==> src/rtl/pulse_meter_if.sv <==
// Pulse-meter bus: raw pulse input and enable in, burst measurements and strobes out.
interface pulse_meter_if #(
    parameter int WIDTH = 8
);
    logic             signal;
    logic             on;
    logic [WIDTH-1:0] high_len;
    logic [WIDTH-1:0] low_len;
    logic [3:0]       count;
    logic             valid;
    logic             busy;
    logic             overflow;

    modport master (
        output signal, on,
        input  high_len, low_len, count, valid, busy, overflow
    );

    modport slave (
        input  signal, on,
        output high_len, low_len, count, valid, busy, overflow
    );
endinterface

==> src/rtl/pulse_meter.sv <==
// Synchronizes a raw pulse train, measures last high/low widths and pulse count per burst,
// and strobes valid once the line has stayed low for GAP cycles after a fall.
module pulse_meter #(
    parameter int WIDTH = 8,
    parameter int GAP   = 16
) (
    input  logic          clock,
    input  logic          reset,
    pulse_meter_if.slave  pm
);
    typedef enum logic [1:0] {IDLE, HIGH, LOW, REPORT} state_t;

    localparam logic [WIDTH-1:0] CNT_MAX = '1;
    localparam logic [WIDTH-1:0] GAP_C   = WIDTH'(GAP);

    state_t           state_q, state_d;
    logic             s1_q, s2_q, s3_q;
    logic [WIDTH-1:0] hcnt_q, hcnt_d, lcnt_q, lcnt_d;
    logic [WIDTH-1:0] hlen_q, hlen_d, llen_q, llen_d;
    logic [3:0]       cnt_q, cnt_d;
    logic             ovf_q, ovf_d;
    logic             rise, fall;

    assign rise = s2_q & ~s3_q;
    assign fall = ~s2_q & s3_q;

    always_ff @(posedge clock or posedge reset) begin
        if (reset) begin
            s1_q    <= 1'b0;
            s2_q    <= 1'b0;
            s3_q    <= 1'b0;
            state_q <= IDLE;
            hcnt_q  <= '0;
            lcnt_q  <= '0;
            hlen_q  <= '0;
            llen_q  <= '0;
            cnt_q   <= '0;
            ovf_q   <= 1'b0;
        end else begin
            s1_q    <= pm.signal;
            s2_q    <= s1_q;
            s3_q    <= s2_q;
            state_q <= state_d;
            hcnt_q  <= hcnt_d;
            lcnt_q  <= lcnt_d;
            hlen_q  <= hlen_d;
            llen_q  <= llen_d;
            cnt_q   <= cnt_d;
            ovf_q   <= ovf_d;
        end
    end

    always_comb begin
        state_d = state_q;
        hcnt_d  = hcnt_q;
        lcnt_d  = lcnt_q;
        hlen_d  = hlen_q;
        llen_d  = llen_q;
        cnt_d   = cnt_q;
        ovf_d   = ovf_q;
        case (state_q)
            IDLE: begin
                if (rise && pm.on) begin
                    state_d = HIGH;
                    hcnt_d  = WIDTH'(1);
                    lcnt_d  = '0;
                    cnt_d   = 4'd1;
                    ovf_d   = 1'b0;
                    hlen_d  = '0;
                    llen_d  = '0;
                end
            end
            HIGH: begin
                if (!pm.on) begin
                    state_d = IDLE;
                end else if (fall) begin
                    hlen_d  = hcnt_q;
                    lcnt_d  = WIDTH'(1);
                    state_d = LOW;
                end else if (s2_q && s3_q) begin
                    if (hcnt_q == CNT_MAX) ovf_d = 1'b1;
                    else                   hcnt_d = hcnt_q + 1'b1;
                end
            end
            LOW: begin
                // A rise on the GAP-th low cycle still extends the burst.
                if (!pm.on) begin
                    state_d = IDLE;
                end else if (rise) begin
                    llen_d  = lcnt_q;
                    hcnt_d  = WIDTH'(1);
                    state_d = HIGH;
                    if (cnt_q == 4'hF) ovf_d = 1'b1;
                    else               cnt_d = cnt_q + 1'b1;
                end else if (lcnt_q == GAP_C && !s2_q) begin
                    state_d = REPORT;
                end else if (!s2_q && !s3_q) begin
                    if (lcnt_q == CNT_MAX) ovf_d = 1'b1;
                    else                   lcnt_d = lcnt_q + 1'b1;
                end
            end
            REPORT:  state_d = IDLE;
            default: state_d = IDLE;
        endcase
    end

    assign pm.high_len = hlen_q;
    assign pm.low_len  = llen_q;
    assign pm.count    = cnt_q;
    assign pm.overflow = ovf_q;
    assign pm.valid    = (state_q == REPORT);
    assign pm.busy     = (state_q == HIGH) || (state_q == LOW);
endmodule

==> src/flat_wrapper.sv <==
// flat-port wrapper written by rule: the top's interface ports become plain ports
module pulse_meter_flat 
#(
    parameter int WIDTH = 8,
    parameter int GAP   = 16
)
  (clock, reset, pm_signal, pm_on, pm_high_len, pm_low_len, pm_count, pm_valid, pm_busy, pm_overflow);
  pulse_meter_if #(.WIDTH(WIDTH)) pm_i ();
  input  logic clock;
  input  logic reset;
  input wire logic [$bits(pm_i.signal)-1:0] pm_signal;
  input wire logic [$bits(pm_i.on)-1:0] pm_on;
  output wire logic [$bits(pm_i.high_len)-1:0] pm_high_len;
  output wire logic [$bits(pm_i.low_len)-1:0] pm_low_len;
  output wire logic [$bits(pm_i.count)-1:0] pm_count;
  output wire logic [$bits(pm_i.valid)-1:0] pm_valid;
  output wire logic [$bits(pm_i.busy)-1:0] pm_busy;
  output wire logic [$bits(pm_i.overflow)-1:0] pm_overflow;
  assign pm_i.signal = pm_signal;
  assign pm_i.on = pm_on;
  assign pm_high_len = pm_i.high_len;
  assign pm_low_len = pm_i.low_len;
  assign pm_count = pm_i.count;
  assign pm_valid = pm_i.valid;
  assign pm_busy = pm_i.busy;
  assign pm_overflow = pm_i.overflow;
  pulse_meter #(.WIDTH(WIDTH), .GAP(GAP)) u_core (.clock(clock), .reset(reset), .pm(pm_i));
endmodule
==> config.mk <==
export PLATFORM = sky130hd
export DESIGN_NAME = pulse_meter_flat
export DESIGN_NICKNAME = d
export VERILOG_FILES = /design/src/rtl/pulse_meter_if.sv /design/src/rtl/pulse_meter.sv /design/src/flat_wrapper.sv
export SDC_FILE = /design/constraint.sdc
export NUM_CORES = 1
export LEC_CHECK = 0
export ABC_AREA = 1
export CORE_MARGIN = 1
export CORE_UTILIZATION = 35
export DETAILED_ROUTE_END_ITERATION = 8
export GPL_TIMING_DRIVEN = 0
export SETUP_SLACK_MARGIN = 0.05
export SKIP_CTS_REPAIR_TIMING = 1
export SYNTH_ARGS = -nofsm -noshare
export SYNTH_HDL_FRONTEND = slang
export SYNTH_SLANG_ARGS = --single-unit
==> constraint.sdc <==
create_clock -name clock -period 2.3 [get_ports clock]
set_clock_uncertainty 0.2 [all_clocks]
set_input_delay 0.345 -clock clock [delete_from_list [all_inputs] [get_ports clock]]
set_output_delay 0.345 -clock clock [all_outputs]
set_load 0.02 [all_outputs]
==> flow_summary_export.csv, run 1 <==
group,metric,value,unit
run_status,outcome,"finished with violations",
run_status,violated_checks,"design-rule violations",
layout,flow.area_growth_from_synthesis,21.0,%
floorplanning,die_ht,83.9,µm
place,routabilityCongestion,0.816,
synth,synth.top_cell.area_share,44.7,%
setup_path,worstSetupStartpointType,"flop",
layout,layout.cell_area.non_filler,2840,µm²
clocking,cts.root.buffer_cell,"clkbuf_8",
global_route,antenna_found_initial,0,
floorplanning,rows,29,
detailed_routing,route.final.wire_length,5.03,mm
hold_path,hold_path.class,"primary input to asynchronous set/reset pin",
layout,drive_above_1_share,16.7,%
global_route,number_of_global_route_vias_before_repair,1895,
layout,final_net_count,336,
detailed_routing,detailroute.via_count,1951,
floorplanning,core,6420,µm²
synth,synth_sequential_area_ratio,44.7,%
flow_run,max-cap-violations,0,
timing,grt_setup_unrepaired,"false",
timing,final-setup-viol-count,0,
floorplanning,initial_core_utilization,36.6,%
power_and_ir_drop,p_leak,1.29,nW
place,placedInstanceArea,2730,µm²
timing,relative_slew_slack,66.3,%
synth,synthesis.area_per_instance,8.10,µm²
clocking,clock_tree_from_tritoncts,"yes",
timing,finalHoldViolCount,0,
layout,multi_input_comb_area,1130,µm²
setup_path,critical_path_peak_fanout,4,
clocking,worst_skew_pair_latency,0.30,ns
detailed_routing,drcViolationCount,2,
detailed_routing,number_of_vias_per_cell,4.87,
power_and_ir_drop,power_per_cell_area,1030,nW/µm²
clocking,cts.htree.levels,2,
timing,final_min_period_over_clock_period,88.9,%
clocking,tritoncts_num_sinks,42,
synth,mappedNetlistNets,302,
power_and_ir_drop,irDropWorstVdd,299,µV
timing,hold_ws,0.0137,ns
power_and_ir_drop,power,2.94,mW
setup_path,worstPathCellList,"ha_1, clkdlybuf4s50_1",
floorplanning,ios,27,
setup_path,cp.arrival,1.50,ns
timing,final_max_slew_viol_count,0,
detailed_routing,final_antenna_net_count,0,
setup_path,crit_type,"flop to primary output",
synth,yosysWarnings,0,
synth,yosys-top-cells-area,"dfrtp_1 45%, nand2_1 14%, o21ai_2 4.8%",
floorplanning,fp.dieArea,7050,µm²
clocking,cts_buffers,5,
clocking,clock_tree.buffer_depth,2,
setup_path,timing.critical_path.required,1.75,ns
synth,netlist.top_cell.by_area,"dfrtp_1",
global_route,largest_net_degree_at_the_start_of_global_routing,42,
floorplanning,die_width,83.9,µm
timing,fmax,0.489,GHz
detailed_routing,mean_routed_wirelength_per_cell,12.6,µm
global_route,grt_overflow_total,0,
global_route,grt.total_usage,16.0,%
global_route,global_route_wire_length_before_repair,9.05,mm
synth,number_of_synthesized_register_bits,42,
layout,antennaDiodeCount,0,
layout,final_layout_fill_cell_count,643,
setup_path,largest_stage_delay_on_the_critical_path,0.60,ns
place,port-buffer-count,26,
synth,edff_count_synth,0,
clocking,worst_setup_hold_path_clk_slew,0.09,ns
timing,max_slew.worst_pin.slew,0.505,ns
synth,syn-cell-area,2350,µm²
place,detailed_place_hpwl,3.76,mm
timing,layout_setup_ws,0.256,ns
layout,finalCoreUtilization,44.3,%
layout,sequential_area,1050,µm²
synth,yosys.cell_types.count,30,
setup_path,worst_path_max_delay_cell,"clkdlybuf4s50_1",
setup_path,endpoint_class_of_the_critical_path,"primary output",
timing,finalCriticalPeriod,2.04,ns
synth,top_ff_cell_synth,"dfrtp_1",
synth,async_flop_share,100,%
detailed_routing,first_iter_violations,82,
detailed_routing,drt_pass1_iterations,6,
synth,number_of_standard_cells_after_synthesis,290,
place,dp_worst_setup_slack,0.0979,ns
==> through the flow <==
step	TNS, ns	cells
after floorplan	0	290
after global placement	-7.17	393
after detailed placement	0	394
after CTS	0	401
after global routing	0	401
final	0	401
==> state kept, by name (all words and copies together), names as in the netlist <==
name and cells:
u_core.pm.count 4, u_core.hcnt_q 8, u_core.pm.high_len 8, u_core.s2_q 1, u_core.pm.overflow 1, u_core.pm.low_len 8
u_core.lcnt_q 8, u_core.s3_q 1, u_core.s1_q 1, u_core.state_q 2
==> logic make-up after synthesis <==
logic type | Yosys count | share of synthesized area, %
and+or+nand+nor | 152 | 29.9
AOI/OAI and AO/OA | 46 | 13.3
DFF | 42 | 44.7
buffers and inverters | 40 | 7.14
adders and majority gates | 8 | 4.26
xor gates and xnor gates | 2 | 0.746
==> placed cells by master (no fill, tap or decap), types with 2 or more instances in the layout <==
cell | netlist | routed
a21oi_1 | 4 | 4
ha_1 | 8 | 7
clkdlybuf4s50_1 | 0 | 25
dfrtp_1 | 42 | 42
buf_6 | 2 | 2
nor2_1 | 11 | 11
nand2_2 | 6 | 6
nand4_1 | 9 | 9
nand2_1 | 88 | 88
nor2_2 | 3 | 3
nand3b_1 | 3 | 3
o211ai_1 | 2 | 2
nor3_1 | 2 | 2
nand3_1 | 21 | 21
clkbuf_8 | 0 | 6
nand3_2 | 3 | 3
inv_2 | 7 | 8
xor2_1 | 2 | 2
buf_2 | 2 | 2
o21ai_1 | 9 | 9
inv_1 | 27 | 26
o21ai_2 | 13 | 13
or2_2 | 3 | 3
o21ai_0 | 14 | 14
clkbuf_1 | 2 | 2
==> critical path: cells and delay by family, from the launching register on <==
family	cells	cell delay (ns)
buffers and inverters	1	0.60
adder cells (fa/ha/maj)	1	0.19
flip-flops	1	0.42
==> layer usage <==
metal / global-route usage, % / vias to the layer above / wire length [µm]
met5: 0 / - / 0
met4: 4.70 / 0 / 67
met3: 2.87 / 5 / 146
met2: 23.6 / 21 / 2230
met1: 23.6 / 919 / 2600
li1: - / 1006 / -
==> cell type report <==
cell class | count | share of cell area, %
buffer | 6 | 1.41
timing repair buffer | 27 | 9.94
clock inverter | 1 | 1.06
sequential | 42 | 37.0
clock buffer | 6 | 2.90
tap | 77 | 3.39
multi-input combinational | 208 | 39.9
inverter | 34 | 4.49
==> Yosys cell counts, types with 4 or more instances <==
library cell   n
a21oi_1        4
dfrtp_1       42
ha_1           8
inv_1         27
inv_2          7
nand2_1       88
nand2_2        6
nand3_1       21
nand4_1        9
nor2_1        11
o21ai_0       14
o21ai_1        9
o21ai_2       13
==> power by group <==
group          switching, mW  total [mW]  internal [mW]
Clock                  0.251       0.599          0.348
Sequential            0.0922       0.928          0.836
Combinational          0.903        1.41          0.507
==> worst paths after layout <==
path	startpoint	endpoint	slack, ns	depth (start not counted)
max	u_core.state_q[1]	pm_valid	0.26	2
min	reset	u_core.s1_q	0.01	2
max reg2reg	u_core.state_q[1]	u_core.lcnt_q[3]	0.27	12
min reg2reg	u_core.s1_q	u_core.s2_q	0.15	0
max in group asynchronous	reset	u_core.lcnt_q[2]	1.47	3
min in group clock	u_core.s1_q	u_core.s2_q	0.15	0
Power figures use the tool's default switching activity.
==> run 2: changes to the inputs <==
- CORE_MARGIN: 1 -> 2
- REMOVE_ABC_BUFFERS: unset -> 1
- clock period: 2.3 -> 2.6 ns (I/O delays scaled with it)
==> run 2 against run 1 <==
Compared with the run above: the flow now finishes without violations; utilization fell by 1.1 points; first-iteration DRC count rose by 43%; global-route usage fell by 1.8 points; clock power fell by 30%; power fell by 18%; sequential share of layout area rose by 0.93 points; register-to-register slack barely moved; non-clock buffer count fell by 6; count of clock-buffer cells in the layout did not move; via count fell by 2.1%; worst hold slack improved by 0.046 ns.
==> flow_summary_export.csv, run 2 (same netlist as run 1, synthesis figures left out) <==
group,metric,value,unit
power_and_ir_drop,p_leak,1.24,nW
floorplanning,ios,27,
setup_path,timing.reg2reg.setup_slack,0.26,ns
setup_path,cp.arrival,1.90,ns
setup_path,path_buf_inv,2,
setup_path,timing.critical_path.required,2.01,ns
place,port-buffer-count,26,
clocking,worst_skew_pair_latency,0.29,ns
place,detailed_place_hpwl,3.51,mm
detailed_routing,drt_pass1_iterations,4,
setup_path,cp-endpoint,"pm_busy",
setup_path,worstPathCellList,"inv_1, ha_2, clkdlybuf4s50_1",
setup_path,critical_path_peak_fanout,10,
setup_path,worst_path_max_delay_cell,"clkdlybuf4s50_1",
setup_path,endpoint_class_of_the_critical_path,"primary output",
floorplanning,initial_core_utilization,36.6,%
clocking,worst_setup_hold_path_clk_slew,0.07,ns
layout,layout.cell_area.non_filler,2770,µm²
timing,relative_slew_slack,48.3,%
power_and_ir_drop,power_per_cell_area,871,nW/µm²
clocking,cts.htree.levels,2,
setup_path,critical_path.startpoint,"u_core.state_q[0]",
floorplanning,die_ht,85.9,µm
timing,final_min_period_over_clock_period,95.6,%
floorplanning,fp.dieArea,7380,µm²
setup_path,worstSetupStartpointType,"flop",
timing,finalHoldViolCount,0,
detailed_routing,final_antenna_net_count,0,
layout,antennaDiodeCount,0,
timing,fmax,0.402,GHz
clocking,tritoncts_num_sinks,42,
setup_path,worst_r2r_path_depth,10,
setup_path,regToRegStartpoint,"u_core.state_q[1]",
detailed_routing,route.final.wire_length,4.84,mm
setup_path,depth_of_the_critical_timing_path_with_buffers_and_inverters_included,3,
floorplanning,die_width,85.9,µm
global_route,grt_overflow_total,0,
global_route,antenna_found_initial,0,
timing,final_max_slew_viol_count,0,
clocking,clock_tree_from_tritoncts,"yes",
detailed_routing,mean_routed_wirelength_per_cell,12.3,µm
floorplanning,core,6420,µm²
setup_path,crit_type,"flop to primary output",
clocking,cts_buffers,5,
global_route,largest_net_degree_at_the_start_of_global_routing,42,
timing,final-setup-viol-count,0,
clocking,clock_tree.buffer_depth,2,
global_route,number_of_global_route_vias_before_repair,1738,
timing,finalCriticalPeriod,2.49,ns
flow_run,max-cap-violations,0,
global_route,grt.total_usage,14.1,%
timing,grt_setup_unrepaired,"true",
place,routabilityCongestion,0.763,
global_route,global_route_wire_length_before_repair,8.34,mm
power_and_ir_drop,irDropWorstVdd,285,µV
timing,totalNegativeSetupSlack,0,ns
setup_path,largest_stage_delay_on_the_critical_path,0.65,ns
detailed_routing,first_iter_violations,117,
setup_path,r2r-end,"u_core.lcnt_q[1]",
hold_path,hold_path.class,"primary input to asynchronous set/reset pin",
layout,final_net_count,330,
setup_path,crit_family,"buffers and inverters",
clocking,cts.root.buffer_cell,"clkbuf_8",
layout,layout.cells.most_common,"nand2_1",
detailed_routing,drcViolationCount,0,
floorplanning,rows,29,
run_status,outcome,"finished, final reports clean",
detailed_routing,number_of_vias_per_cell,4.85,
detailed_routing,detailroute.via_count,1911,
layout,layout.cells.most_common_list,"88 x nand2_1, 42 x dfrtp_1, 26 x inv_1, 26 x clkdlybuf4s50_1, 21 x nand3_1",
timing,max_slew.worst_pin.slew,0.775,ns
layout,flow.area_growth_from_synthesis,18.1,%
layout,drive_above_1_share,15.8,%
layout,finalCoreUtilization,43.2,%
place,placedInstanceArea,2690,µm²
==> run 2: cell types whose count changed in the layout (fill, tap and decap cells not counted), sizes merged <==
cell,delta
clkdlybuf4s50,+1
dlymetal6s2s,-1
clkbuf,-2
buf,-4
bufinv,-1
==> run 2: stage by stage <==
step / hold slack (ns) / instances / power (mW) / worst slack (ns)
floorplan: 0.131 / 284 / 1.67 / 0.620
global placement: 0.135 / 387 / 1.99 / 0.0699
detailed placement: 0.146 / 388 / 2.01 / 0.220
CTS: 0.0508 / 394 / 2.43 / 0.0164
global route: 0.0559 / 394 / 2.61 / 0.0124
finish: 0.0594 / 394 / 2.42 / 0.113
==> run 2: power by group <==
part | internal (mW) | leakage, nW | switching, mW
sequential | 0.740 | 0.568 | 0.0854
combinational | 0.404 | 0.633 | 0.771
clock | 0.205 | 0.0431 | 0.212
==> run 2: worst min-delay path by stage <==
stage	endpoint	depth (start not counted)
4_1_cts	u_core.s1_q	2
6_report	u_core.s1_q	2
2_1_floorplan	u_core.s2_q	0
3_5_place_dp	u_core.s2_q	0
5_1_grt	u_core.s1_q	2
3_3_place_gp	u_core.s2_q	0
==> run 2: area by class of cell <==
class	count	area, µm²
Fill cell	644	3650
Sequential cell	42	1050
Multi-Input combinational cell	208	1140
Tap cell	77	96.3
Clock buffer	6	82.6
Timing Repair Buffer	27	280
Inverter	34	128
==> run 2: per-layer routing <==
| layer | GRT usage, % | vias to the layer above | routed length, µm |
|---|---|---|---|
| met5 | 0 | - | 0 |
| met1 | 21.7 | 886 | 2540 |
| met4 | 4.91 | 0 | 74 |
| met3 | 3.46 | 5 | 136 |
| li1 | - | 996 | - |
| met2 | 19.0 | 24 | 2090 |
==> run 3: changes to the inputs <==
- MAX_ROUTING_LAYER: unset -> met4
==> run 3 against run 2 <==
Compared with the run above: count of clock-buffer cells in the layout is the same; clock power hardly changed; largest cell class unchanged; final cell count unchanged; setup slack barely moved; sequential share of layout area unchanged; fmax is the same; flip-flop and latch count unchanged; worst hold slack hardly changed.
==> flow_summary_export.csv, run 3 (same netlist as run 1, synthesis figures left out) <==
group,metric,value,unit
timing,final_max_slew_viol_count,0,
detailed_routing,drt_pass1_iterations,4,
detailed_routing,drcViolationCount,0,
place,detailed_place_hpwl,3.51,mm
timing,grt_setup_unrepaired,"true",
global_route,number_of_global_route_vias_before_repair,1737,
floorplanning,ios,27,
clocking,cts.root.buffer_cell,"clkbuf_8",
setup_path,worst_r2r_path_depth,10,
power_and_ir_drop,share_seq_of_total_power,34.1,%
timing,final-setup-viol-count,0,
timing,finalCriticalPeriod,2.49,ns
setup_path,crit_type,"flop to primary output",
layout,final_layout_fill_cell_count,644,
power_and_ir_drop,power,2.42,mW
detailed_routing,detailroute.via_count,1918,
detailed_routing,route.final.wire_length,4.83,mm
layout,antennaDiodeCount,0,
floorplanning,rows,29,
power_and_ir_drop,power_per_cell_area,871,nW/µm²
layout,layout.cells.most_common,"nand2_1",
place,placedInstanceArea,2690,µm²
setup_path,endpoint_class_of_the_critical_path,"primary output",
clocking,cts.htree.levels,2,
detailed_routing,number_of_vias_per_cell,4.87,
power_and_ir_drop,irDropWorstVdd,284,µV
power_and_ir_drop,p_leak,1.24,nW
layout,layout.cell_area.non_filler,2770,µm²
layout,flow.area_growth_from_synthesis,18.1,%
clocking,clock_tree_from_tritoncts,"yes",
power_and_ir_drop,power.share.clock,17.3,%
layout,layout.cells.most_common_list,"88 x nand2_1, 42 x dfrtp_1, 26 x inv_1, 26 x clkdlybuf4s50_1, 21 x nand3_1",
power_and_ir_drop,p_sw,1.07,mW
detailed_routing,mean_routed_wirelength_per_cell,12.3,µm
timing,fmax,0.402,GHz
global_route,global_route_wire_length_before_repair,8.34,mm
floorplanning,initial_core_utilization,36.6,%
timing,relative_slew_slack,48.4,%
timing,final_min_period_over_clock_period,95.6,%
setup_path,critical_path_peak_fanout,10,
global_route,grt.total_usage,14.5,%
floorplanning,fp.dieArea,7380,µm²
run_status,outcome,"finished, final reports clean",
timing,max_slew.worst_pin.slew,0.775,ns
clocking,cts_buffers,5,
floorplanning,die_ht,85.9,µm
power_and_ir_drop,power_report.internal_total,1.35,mW
setup_path,timing.reg2reg.setup_slack,0.26,ns
global_route,grt_overflow_total,0,
clocking,tritoncts_num_sinks,42,
place,port-buffer-count,26,
hold_path,hold_path.class,"primary input to asynchronous set/reset pin",
setup_path,cp.arrival,1.90,ns
setup_path,worstSetupStartpointType,"flop",
layout,finalCoreUtilization,43.2,%
floorplanning,core,6420,µm²
power_and_ir_drop,sw_frac_of_total,44.2,%
detailed_routing,final_antenna_net_count,0,
power_and_ir_drop,p_comb_share,48.6,%
setup_path,timing.critical_path.required,2.01,ns
layout,multi_input_comb_area,1140,µm²
layout,final_net_count,330,
flow_run,max-cap-violations,0,
layout,sequential_area,1050,µm²
place,routabilityCongestion,0.773,
layout,drive_above_1_share,15.8,%
global_route,antenna_found_initial,0,
floorplanning,die_width,85.9,µm
timing,finalHoldViolCount,0,
timing,totalNegativeSetupSlack,0,ns
clocking,worst_setup_hold_path_clk_slew,0.07,ns
timing,hold_ws,0.0595,ns
clocking,clock_tree.buffer_depth,2,
global_route,largest_net_degree_at_the_start_of_global_routing,42,
detailed_routing,first_iter_violations,111,
clocking,worst_skew_pair_latency,0.29,ns
-- run 3: cell counts in the layout (fill, tap and decap cells not counted) --
Identical to the previous run, type by type.
-- run 3: critical path: stages (launching register included) --
cell             delay (ns)
dfrtp_1                0.41
inv_1                  0.09
ha_2                   0.46
clkdlybuf4s50_1        0.65
-- run 3: final timing paths --
path / endpoint / startpoint
setup / recovery: pm_busy / u_core.state_q[0]
hold / removal: u_core.s1_q / reset
setup reg to reg: u_core.lcnt_q[1] / u_core.state_q[1]
hold reg to reg: u_core.s2_q / u_core.s1_q
max in group asynchronous: u_core.pm.count[2] / reset
min in group clock: u_core.s2_q / u_core.s1_q
-- run 3: power groups by stage --
| stage | registers, mW | clock network, mW | logic (mW) |
|---|---|---|---|
| floorplan | 0.866 | 0 | 0.802 |
| global route | 0.837 | 0.463 | 1.31 |
| global placement | 0.836 | 0 | 1.16 |
| finish | 0.825 | 0.417 | 1.17 |
| CTS | 0.825 | 0.430 | 1.18 |
| detailed placement | 0.837 | 0 | 1.17 |
-- run 3: layer usage --
| layer | up-vias | track usage [%] | part of all wire (%) | wire (µm) |
|---|---|---|---|---|
| li1 | 996 | - | - | - |
| met1 | 893 | 21.8 | 53 | 2550 |
| met2 | 24 | 19.0 | 43 | 2090 |
| met3 | 5 | 3.27 | 2.5 | 121 |
| met4 | 0 | 4.91 | 1.6 | 76 |
| met5 | - | - | 0 | 0 |
-- run 3: area by class of cell --
type                            count  area share [%]
Clock buffer                        6            2.98
Inverter                           34            4.60
Multi-Input combinational cell    208            41.0
Sequential cell                    42            37.9
Tap cell                           77            3.47
Timing Repair Buffer               27            10.1
-- run 3: stage by stage --
step	instances	worst slack (ns)
floorplan	284	0.620
global placement	387	0.0699
detailed placement	388	0.220
CTS	394	0.0164
global route	394	0.0124
finish	394	0.113
